$ cat src/rtl/ame_pkg.sv
// Shared definitions for the ame_num block family: default frame geometry
// and the scaler FSM state encoding.
package ame_pkg;

  localparam int AME_NUM_DEF_BITS = 64;
  localparam int AME_NUM_DEF_NUM  = 8;

  typedef enum logic [1:0] {
    ST_IDLE = 2'd0,
    ST_LOAD = 2'd1,
    ST_CALC = 2'd2,
    ST_EMIT = 2'd3
  } ame_state_e;

endpackage

$ cat src/rtl/ame_num_lzc.sv
// Combinational leading-zero counter; an all-zero input reports BITS.
module ame_num_lzc #(
  parameter int BITS = 64
) (
  input  logic [BITS-1:0]       data_i,
  output logic [$clog2(BITS):0] lzc_o
);

  localparam int OW = $clog2(BITS) + 1;

  // Scan upward so the highest set bit is the last one to write the count
  always_comb begin
    lzc_o = OW'(BITS);
    for (int i = 0; i < BITS; i++) begin
      lzc_o = data_i[i] ? OW'(BITS - 1 - i) : lzc_o;
    end
  end

endmodule

$ cat src/rtl/ame_num_scale.sv
// Buffers a frame of signed words, finds the common left-shift that
// normalises the largest magnitude, then replays the frame with that shift.
module ame_num_scale
  import ame_pkg::*;
#(
  parameter int COMP_DATA_BITS = AME_NUM_DEF_BITS,
  parameter int COMP_DATA_NUM  = AME_NUM_DEF_NUM
) (
  input  logic                              clk_i,
  input  logic                              rst_i,
  input  logic                              comp_init_i,
  output logic                              comp_ready_o,
  input  logic [COMP_DATA_BITS-1:0]         comp_data_i,
  output logic                              comp_done_o,
  output logic                              comp_last_o,
  output logic [$clog2(COMP_DATA_BITS)-1:0] comp_shift_o,
  output logic [COMP_DATA_BITS-1:0]         comp_data_o
);

  localparam int              SW       = $clog2(COMP_DATA_BITS);
  localparam int              CW       = $clog2(COMP_DATA_NUM);
  localparam logic [CW-1:0]   LAST_IDX = CW'(COMP_DATA_NUM - 1);

  ame_state_e                state_q, state_d;
  logic [CW-1:0]             cnt_q, cnt_d;
  logic [COMP_DATA_BITS-1:0] m_q, m_d;
  logic [SW-1:0]             shift_q, shift_d;
  logic [COMP_DATA_BITS-1:0] buf_q [COMP_DATA_NUM];
  logic [COMP_DATA_BITS-1:0] buf_d [COMP_DATA_NUM];
  logic                      ready_q, ready_d;
  logic                      done_q, done_d;
  logic                      last_q, last_d;
  logic [COMP_DATA_BITS-1:0] data_q, data_d;
  logic [SW-1:0]             shift_o_q, shift_o_d;

  logic                      accept;
  logic [COMP_DATA_BITS-1:0] word_mag;
  logic [SW:0]               lz;
  logic [SW-1:0]             calc_shift;
  logic [CW-1:0]             nxt_idx;

  assign accept   = comp_init_i && ready_q;
  // One's-complement magnitude: sign copies become leading zeros
  assign word_mag = comp_data_i ^ {COMP_DATA_BITS{comp_data_i[COMP_DATA_BITS-1]}};
  assign nxt_idx  = cnt_q + CW'(1);

  ame_num_lzc #(.BITS(COMP_DATA_BITS)) u_lzc (
    .data_i (m_q),
    .lzc_o  (lz)
  );

  // Shift that leaves exactly one sign bit above the largest magnitude
  always_comb begin
    if (m_q == '0) begin
      calc_shift = '0;
    end else begin
      calc_shift = SW'(lz - {{SW{1'b0}}, 1'b1});
    end
  end

  // Next-state, datapath and output-register values
  always_comb begin
    state_d   = state_q;
    cnt_d     = cnt_q;
    m_d       = m_q;
    shift_d   = shift_q;
    buf_d     = buf_q;
    done_d    = 1'b0;
    last_d    = 1'b0;
    data_d    = '0;
    shift_o_d = '0;
    case (state_q)
      ST_IDLE: begin
        if (accept) begin
          buf_d[0] = comp_data_i;
          m_d      = word_mag;
          cnt_d    = CW'(1);
          state_d  = ST_LOAD;
        end else begin
          state_d  = ST_IDLE;
        end
      end
      ST_LOAD: begin
        if (accept) begin
          buf_d[cnt_q] = comp_data_i;
          m_d          = m_q | word_mag;
          cnt_d        = nxt_idx;
          state_d      = (cnt_q == LAST_IDX) ? ST_CALC : ST_LOAD;
        end else begin
          state_d      = ST_LOAD;
        end
      end
      ST_CALC: begin
        shift_d   = calc_shift;
        cnt_d     = '0;
        state_d   = ST_EMIT;
        done_d    = 1'b1;
        data_d    = buf_q[0];
        shift_o_d = calc_shift;
      end
      ST_EMIT: begin
        if (cnt_q == LAST_IDX) begin
          cnt_d     = '0;
          state_d   = ST_IDLE;
        end else begin
          cnt_d     = nxt_idx;
          done_d    = 1'b1;
          data_d    = buf_q[nxt_idx];
          shift_o_d = shift_q;
          last_d    = (nxt_idx == LAST_IDX);
        end
      end
      default: begin
        cnt_d   = '0;
        state_d = ST_IDLE;
      end
    endcase
    ready_d = (state_d == ST_IDLE) || (state_d == ST_LOAD);
  end

  // Control state and registered outputs, synchronous reset
  always_ff @(posedge clk_i) begin
    if (rst_i) begin
      state_q   <= ST_IDLE;
      cnt_q     <= '0;
      m_q       <= '0;
      shift_q   <= '0;
      ready_q   <= 1'b1;
      done_q    <= 1'b0;
      last_q    <= 1'b0;
      data_q    <= '0;
      shift_o_q <= '0;
    end else begin
      state_q   <= state_d;
      cnt_q     <= cnt_d;
      m_q       <= m_d;
      shift_q   <= shift_d;
      ready_q   <= ready_d;
      done_q    <= done_d;
      last_q    <= last_d;
      data_q    <= data_d;
      shift_o_q <= shift_o_d;
    end
  end

  // Frame buffer; contents are don't-care after reset
  always_ff @(posedge clk_i) begin
    buf_q <= buf_d;
  end

  assign comp_ready_o = ready_q;
  assign comp_done_o  = done_q;
  assign comp_last_o  = last_q;
  assign comp_data_o  = data_q;
  assign comp_shift_o = shift_o_q;

endmodule

$ cat config.mk
export PLATFORM = sky130hd
export DESIGN_NAME = ame_num_scale
export DESIGN_NICKNAME = d
export VERILOG_FILES = /design/src/rtl/ame_pkg.sv /design/src/rtl/ame_num_lzc.sv /design/src/rtl/ame_num_scale.sv
export SDC_FILE = /design/constraint.sdc
export NUM_CORES = 1
export LEC_CHECK = 0
export BUFFER_PORTS_ARGS = -buffer_cell sky130_fd_sc_hd__buf_2
export CAP_MARGIN = 5
export CORE_MARGIN = 2
export CORE_UTILIZATION = 30
export CTS_BUF_LIST = sky130_fd_sc_hd__clkbuf_8
export CTS_CLUSTER_DIAMETER = 100
export DETAILED_ROUTE_END_ITERATION = 12
export GPL_TIMING_DRIVEN = 0
export HOLD_SLACK_MARGIN = 0.15
export SETUP_SLACK_MARGIN = 0.1
export SYNTH_ARGS = -nofsm -noshare
export SYNTH_HDL_FRONTEND = slang
export SYNTH_HIERARCHICAL = 1
export SYNTH_SLANG_ARGS = --single-unit
export TNS_END_PERCENT = 50
$ cat constraint.sdc
create_clock -name clk_i -period 10.15 [get_ports clk_i]
set_clock_uncertainty 0.15 [all_clocks]
set_input_delay 1.015 -clock clk_i [delete_from_list [all_inputs] [get_ports clk_i]]
set_output_delay 1.015 -clock clk_i [all_outputs]
set_load 0.005 [all_outputs]
Word-level counts from Yosys, hierarchy flattened
Index checks and enable logic that the tools add are counted.
{ "totals": {"n_memories": 0, "ram_bits": 0, "elab_cells": 138, "rom_bits": 0, "input_bits": 67, "out_inout_bits": 73, "latch_bits": 0, "ff_bits": 660} }
{ "op_classes": {"eq_ne": 8, "n_shift": 0, "multipliers": 0, "order_cmp": 3, "mux": 92, "reduce_logical": 11, "n_div": 0, "bitwise_logic": 5, "n_addsub": 2} }
{ "op_table": {"columns": ["cell", "count"], "rows": [
  ["bitwise mux 512 bit", 1],
  ["two-way mux 512 bit", 1],
  ["two-way mux 64 bit", 7],
  ["two-way mux 6 bit", 66],
  ["one-hot mux 64 bit (2 select lines)", 3],
  ["binary-select mux 64 bit (select 3 bit)", 1],
  ["demux 64 bit (select 3 bit)", 1],
  ["zero test 64 bit", 1],
  ["bitwise OR 64 bit", 1],
  ["bitwise XOR 64 bit", 1],
  ["one-hot mux 3 bit (4 select lines)", 1],
  ["one-hot mux 6 bit (2 select lines)", 1],
  ["two-way mux 3 bit", 3],
  [">= comparator 4 bit, second input constant", 2],
  ["NOT 3 -> 4 bit", 2],
  ["one-hot mux 2 bit (4 select lines)", 1],
  ["equality test 3 bit, second input constant", 2],
  ["two-way mux 2 bit", 3],
  ["subtractor 6 x 1 -> 6 bit, second input constant", 1],
  ["equality test 2 x 1 -> 1 bit, second input constant", 2],
  ["equality test 2 bit, second input constant", 2],
  ["zero test 2 bit", 2],
  ["less-than comparator 4 x 1 -> 1 bit, second input constant", 1],
  ["inequality test 2 bit, second input constant", 2],
  ["other kinds (10)", 13]
]} }

Longest topological paths before layout
Gate-level depths: netlist of the first run.
{ "depth": {"depth_word": 67, "ltp_mapped": 12, "mapped_depth_nobuf": 12} }

Cells and area by module
The synthesis of the first run kept the hierarchy.
{ "modules_own_cells": {"columns": ["module", "instances", "seq_area_each_um2", "cells_per_inst", "area_each_um2"], "rows": [
  ["ame_num_scale", 1, 18317.6, 1586, 25530.7],
  ["ame_num_lzc", 1, 0.0, 142, 762.0]
]} }

Least setup slack after synthesis of the first run
No wires, ideal clock.
{ "synth_path": {"path_type": "input-to-reg", "start": "in comp_init_i", "end": "reg buf_q[384] in the netlist's numbering, enable pin", "slack_ns": 1.236, "stages": 4, "setup_time_ns": 0.667, "n_path_buf": 1, "arrival_time_ns": 8.097, "cell_sequence": "and3b_1 -> buf_2 -> nand2_1 -> nor4b_1"} }
{ "synth_via": {"elab_chain_len": 2} }
{ "synth_rtl": {"columns": ["element", "line", "rtl"], "rows": [
  ["start: declaration", "ame_num_scale.sv:11", "input logic comp_init_i,"],
  ["logical AND 1 bit", "ame_num_scale.sv:42", "assign accept = comp_init_i && ready_q;"],
  ["AND reduction 2 bit (no source line)", null, null],
  ["end signal: assignment", "ame_num_scale.sv:148", "buf_q <= buf_d;"],
  ["end: declaration", "ame_num_scale.sv:28", "logic [COMP_DATA_BITS-1:0] buf_q [COMP_DATA_NUM];"]
]} }
Every way passes these cells.
A chain may end at the register's enable or synchronous reset.

==> run summary, run 1 <==
Status - completed
Worst Tran Pin Value - 1.11 ns
Period utilization - 37.0%
Critical Path AT - 4.00 ns
Clock Latency Late Sink - 0.71 ns
Max Fclk - 266 MHz
PortBufs - 139
Htree depth - 3
Worst path buffer plus inverter count - 6
Setup CP Type - reg -> reg
DR vias - 15800
Core Area - 86800 um^2
CTS resizes - 0
Root Buffer - clkbuf_8
Clock-pin transition on the worst setup and hold timing paths - 0.07 ns
CTS Buf Count - 107
Final HPWL DP - 46400 um
Tot GR Track Use - 14.5%
Post-DRT Antenna Nets - 0
Max stage delay cell, worst path - nor4b_2
CTS tree - done
RSZ-0062 raised after global routing - false
Max Fanout on Critical Path - 10
Post-CTS setup buffer count - 0
Starting DRT DRC Count - 1079
Crit path largest cell delay - 0.69 ns
Final Hold Vio Count - 0
First-pass GRT wire length - 99500 um
Longest Clk Path Bufs - 3
Pins Over Slew Limit - 0
Mapped Area - 26300 um^2
Hold WS - 0.297 ns
Routed wire length - 66400 um
Largest net degree at the start of global routing - 29
Synth Instances - 1727
Initial antenna violation count - 15
Lkg Pwr - 0.0111 uW
Cell mode on critical path - buf_4
Startpoint Class - flip-flop
Syn Area/Cell - 15.2 um^2
Max VDD drop - 0.0917 mV
Number of iterations in the first detailed-routing pass - 5
CP Cell Sequence - buf_2 > clkbuf_1 > nand2_1 > nor4b_2 > buf_4 > buf_4 > buf_4 > buf_4
Die X - 300 um
DRC violations left - 0
Family with the most delay on the worst path - buffers and inverters
CTS Sinks - 659
Total Die Area - 90000 um^2
PD cells - 182 nW/um^2
HP Class - reg -> reg
# nets final - 2096
Share of layout cells above drive strength 1 - 22.7%
Synth-to-Final Area Change - 18.7%
Routed len/inst - 20.2 um
GP Congestion - 0.842
Max_cap viols - 0
Ports - 140
Starting Density - 30.3%
Final min period - 3.76 ns
Hold buffers post-CTS - 0
Max-slew headroom - 25.9%
Ys Warns - 6
Worst Setup End Kind - flip-flop
Die H - 300 um
Count of final setup violators - 0
Setup tns final - 0 ns
Vias in the first global route - 16200
Total global routing overflow - 0
WP data required - 10.40 ns
Vias/cell - 4.82
Core Rows - 108
Total power - 5680 uW
final cells by class:
type                    instances  area, um^2
multi-input cells             943        7350
flip-flops and latches        659       18300
repair buffers                186        1230
diodes                          7        17.5
clock inverters                80         455
fillers                      8322       55600
inverters                      16        60.1
plain buffers                 112         628
clock buffers                 123        1690
well taps                    1155        1450
report_power, final:
part	switching [uW]	internal [uW]
Clock	1060	1210
Combinational	253	164
Sequential	40.9	2960
Total	1350	4330
worst min-delay path: cells and delay by family, from the launching register on:
kind	cells	cell delay, ns
DFF	1	0.31
and+or+nand+nor	1	0.05
AOI/OAI and AO/OA	1	0.05
final timing paths:
kind                           startpoint                      end  slack, ns  cells after the start
setup reg to reg    cnt_q[0]$_SDFFE_PP0P_     buf_q[404]$_DFFE_PP_       6.39                      8
hold reg to reg   shift_q[3]$_SDFFE_PP0P_  shift_q[3]$_SDFFE_PP0P_       0.30                      2
hold / removal    shift_q[3]$_SDFFE_PP0P_  shift_q[3]$_SDFFE_PP0P_       0.30                      2
setup / recovery    cnt_q[0]$_SDFFE_PP0P_     buf_q[404]$_DFFE_PP_       6.39                      8
sequential cells by signal, indices dropped and copies added (netlist names):
signal and cells:
m_q 63, shift_q 6, comp_shift_o 6, cnt_q 3
comp_done_o 1, comp_data_o 64, comp_last_o 1, comp_ready_o 1
state_q 2, buf_q 512
through the flow:
stage / setup WS (ns) / std cells / area, um^2 / utilization [%]
floorplan: 1.24 / 1730 / 26300 / -
global placement: -4.54 / 3024 / 28400 / 32.8
detailed placement: 6.19 / 3071 / 29000 / 33.5
CTS: 6.41 / 3274 / 31200 / 35.9
global route: 6.28 / 3278 / 31200 / 35.9
finish: 6.39 / 3281 / 31200 / 36.0
per-layer routing:
| metal | up-vias | wire (um) | GRT usage (%) | part of all wire (%) |
|---|---|---|---|---|
| met5 | - | 66 | 0 | 0.099 |
| met4 | 10 | 2050 | 6.00 | 3.1 |
| met3 | 137 | 3430 | 2.83 | 5.2 |
| met2 | 483 | 32100 | 24.2 | 48 |
| met1 | 7873 | 28700 | 18.4 | 43 |
| li1 | 7310 | - | - | - |
cell usage in the layout, fill, tap and decap left out, types with 3 or more instances in the layout:
cell type,n
a21oi_1,84
a22oi_1,127
a31oi_1,4
buf_1,6
buf_12,8
buf_2,188
buf_4,24
buf_6,27
buf_8,3
bufinv_16,4
clkbuf_1,40
clkbuf_8,123
clkinv_1,17
clkinv_2,16
conb_1,4
dfxtp_1,147
diode_2,7
edfxtp_1,512
ha_1,4
inv_1,53
mux2i_1,129
mux4_2,64
nand2_1,97
nand2b_1,4
nand3_1,6
nand3b_1,3
nand4_1,7
nor2_1,97
nor2b_1,67
nor3_1,17
nor3_2,3
nor4_1,29
o211ai_1,66
o21ai_0,13
o21ai_1,4
o31ai_1,8
xor2_1,65
No activity file was read; power rests on OpenSTA's default activity.
==> run 2, diff against run 1 <==
==> constraint.sdc (replaced) <==
create_clock -name clk_i -period 3.05 [get_ports clk_i]
set_clock_uncertainty 0.15 [all_clocks]
set_input_delay 0.305 -clock clk_i [delete_from_list [all_inputs] [get_ports clk_i]]
set_output_delay 0.305 -clock clk_i [all_outputs]
set_load 0.005 [all_outputs]
==> run 2 against run 1 <==
Effect of this change: die area is the same; combinational power grew to 3.6 times the previous value; register-to-register slack lost 6.3 ns; count of clock-buffer cells in the layout grew 4; setup slack lost 6.3 ns; hold slack gained 0.0082 ns; wire length grew 1.3%; clock power grew to 3.3 times the previous value; critical path depth grew 2; via count grew 1.4%; critical endpoint is now comp_shift_o[5]$_SDFF_PP0_.
==> run summary, run 2 (synthesized netlist as in run 1, its figures left out) <==
Reg power frac - 52.5% (-0.2 points)
Die H - 300 um (unchanged)
Longest Clk Path Bufs - 3 (unchanged)
Total Die Area - 90000 um^2 (unchanged)
Most frequent cells in the layout - 512 x edfxtp_1, 184 x buf_2, 145 x dfxtp_1
Htree depth - 3 (unchanged)
Max Fanout on Critical Path - 5 (-5)
CTS Sinks - 659 (unchanged)
Max reg flops - 512 (unchanged)
Routed met2 length - 33800 um (+5.1%)
Pins Over Slew Limit - 0 (unchanged)
Net Sw Frac - 23.5% (-0.32 points)
Max-slew headroom - 18.4% (-7.5 points)
# nets final - 2148 (+2.5%)
Int Pwr - 14600 uW (+240%)
Layout fillers - 8209 (-1.4%)
M1 WL - 28200 um (-1.6%)
Post-Layout Cell Count - 3325 (+1.3%)
Status - completed
Number of iterations in the first detailed-routing pass - 5 (unchanged)
Largest net degree at the start of global routing - 27 (-6.9%)
Met3 WL - 3730 um (+8.6%)
Initial antenna violation count - 7 (-8)
Reg with most FFs - buf_q
CTS Buf Count - 103 (-3.7%)
Worst Setup End Kind - flip-flop
Most common cell after layout, fill and taps aside - edfxtp_1
Final core utilization - 36.9% (+0.95 points)
WHS Path Cells - 2 (unchanged)
Final min period - 2.95 ns (-0.809 ns)
R2R Path End - comp_shift_o[5]$_SDFF_PP0_
Worst Tran Pin Value - 1.22 ns (+0.113 ns)
Synth-to-Final Area Change - 21.8%
Tot GR Track Use - 14.8% (+0.29 points)
PD cells - 594 nW/um^2 (+230%)
Critical Path AT - 3.37 ns (-0.63 ns)
Top sig layer - met5
Max Fclk - 339 MHz (+27%)
Clock share of power - 39.7% (-0.2 points)
Switch Pwr - 4470 uW (+230%)
Count of final setup violators - 0 (unchanged)
Routed len/inst - 20.2 um (about the same)
Starting Density - 30.3% (unchanged)
Hold Startpoint - shift_q[3]$_SDFFE_PP0P_
Die X - 300 um (unchanged)
Root Buffer - clkbuf_8
Total global routing overflow - 0 (unchanged)
Total power - 19000 uW (+230%)
Clock-pin transition on the worst setup and hold timing paths - 0.06 ns (about the same)
First-pass GRT wire length - 102000 um (+2.6%)
Max VDD drop - 0.311 mV (+240%)
DRC violations left - 0 (unchanged)
Routed wire length - 67200 um (+1.3%)
Final Hold Vio Count - 0 (unchanged)
Setup CP Type - reg -> reg
R2R Setup Slk - 0.10 ns (-6.29 ns)
Share of layout cells above drive strength 1 - 22.5% (-0.18 points)
R2r startpoint - m_q[1]$_SDFFE_PP0P_
DR vias - 16000 (+1.4%)
RSZ-0062 raised after global routing - true
Lkg Pwr - 0.0114 uW (+2.9%)
Placed cells - 3053 (-0.59%)
Ports - 140 (unchanged)
CTS tree - done
Startpoint Class - flip-flop
Core Rows - 108 (unchanged)
Clock Latency Late Sink - 0.69 ns (-0.02 ns)
Starting DRT DRC Count - 1241 (+15%)
Core Area - 86800 um^2 (unchanged)
Period utilization - 96.6% (+60 points)
Vias/cell - 4.82 (about the same)
GP Congestion - 0.858 (+2.0%)
Worst R2R Path Depth - 10 (+2)
HP Class - reg -> reg
PortBufs - 139 (unchanged)
Vias in the first global route - 16800 (+3.7%)
Final HPWL DP - 46500 um (+0.27%)
Worst Hold Endpoint - shift_q[3]$_SDFFE_PP0P_
Part of the power in combinational logic - 7.9% (+0.6 points)
WP data required - 3.47 ns (-6.93 ns)
Post-DRT Antenna Nets - 0 (unchanged)
Max_cap viols - 0 (unchanged)
run 2: cell types whose count changed in the layout (fill, tap and decap cells not counted), sizes merged:
cell | before | now
buf | 258 | 243
clkbuf | 163 | 172
clkinv | 35 | 17
diode | 7 | 3
dlygate4sd3 | 0 | 66
inv | 55 | 61
run 2: worst max-delay path: stages (launching register included):
cell	delay, ns
dfxtp_1	0.41
nand2b_1	0.15
a221oi_2	0.06
nor4_1	0.25
o221ai_1	0.17
a31oi_1	0.23
o211ai_1	0.22
or3_1	0.45
nor3_1	0.22
xnor2_1	0.16
o31ai_4	0.35
run 2: layer usage:
metal	GRT usage [%]	vias up
li1	-	7408
met1	18.5	8092
met2	25.5	432
met3	2.98	98
met4	4.89	6
met5	0	-
run 2: how the worst max path moves through the flow:
stage / from / endpoint / slack, ns
2_1_floorplan: state_q[1]$_SDFF_PP0_ / buf_q[384]$_DFFE_PP_ / -0.50
3_3_place_gp: cnt_q[0]$_SDFFE_PP0P_ / buf_q[406]$_DFFE_PP_ / -2.64
3_5_place_dp: cnt_q[0]$_SDFFE_PP0P_ / buf_q[406]$_DFFE_PP_ / -0.14
4_1_cts: cnt_q[0]$_SDFFE_PP0P_ / buf_q[349]$_DFFE_PP_ / 0.05
5_1_grt: m_q[1]$_SDFFE_PP0P_ / comp_shift_o[4]$_SDFF_PP0_ / 0.005
6_report: m_q[1]$_SDFFE_PP0P_ / comp_shift_o[5]$_SDFF_PP0_ / 0.10
run 2: final cells by class:
type                            count  area [um^2]  area share [%]
Buffer                            112          659            2.06
Clock buffer                      127         1750            5.46
Sequential cell                   659        18300            57.2
Timing Repair Buffer              242         1930            6.02
Clock inverter                     68          397            1.24
Tap cell                         1155         1450            4.51
Multi-Input combinational cell    943         7450            23.3
Antenna cell                        3         7.51          0.0234
Inverter                           16         60.1           0.188
run 2: repair_timing:
| action | in CTS | in global routing |
|---|---|---|
| hold buffers | 66 | 0 |
| resized for setup | 3 | 22 |
| buffers inserted | 1 | 7 |
| hold endpoints to repair | 585 | 0 |
| endpoints found under the setup margin | 36 | 79 |
| pin swaps | 4 | 2 |
run 2: per-stage QoR:
| stage | worst slack, ns | TNS, ns | cell area (um^2) | hold slack, ns |
|---|---|---|---|---|
| 2_1_floorplan | -0.499 | -84.41 | 26400 | 0.254 |
| 3_3_place_gp | -2.64 | -965.57 | 28500 | 0.283 |
| 3_5_place_dp | -0.142 | -1.56 | 29100 | 0.298 |
| 4_1_cts | 0.0466 | 0 | 31900 | 0.276 |
| 5_1_grt | 0.00468 | 0 | 32000 | 0.318 |
| 6_report | 0.103 | 0 | 32000 | 0.305 |
run 2: power by group through the flow:
stage / logic [uW] / clock network [uW] / registers (uW)
6_report: 1490 / 7550 / 9980
5_1_grt: 1630 / 8130 / 9990
4_1_cts: 1490 / 7730 / 9970
3_5_place_dp: 1400 / 0 / 10200
3_3_place_gp: 1340 / 0 / 10200
2_1_floorplan: 923 / 0 / 10100
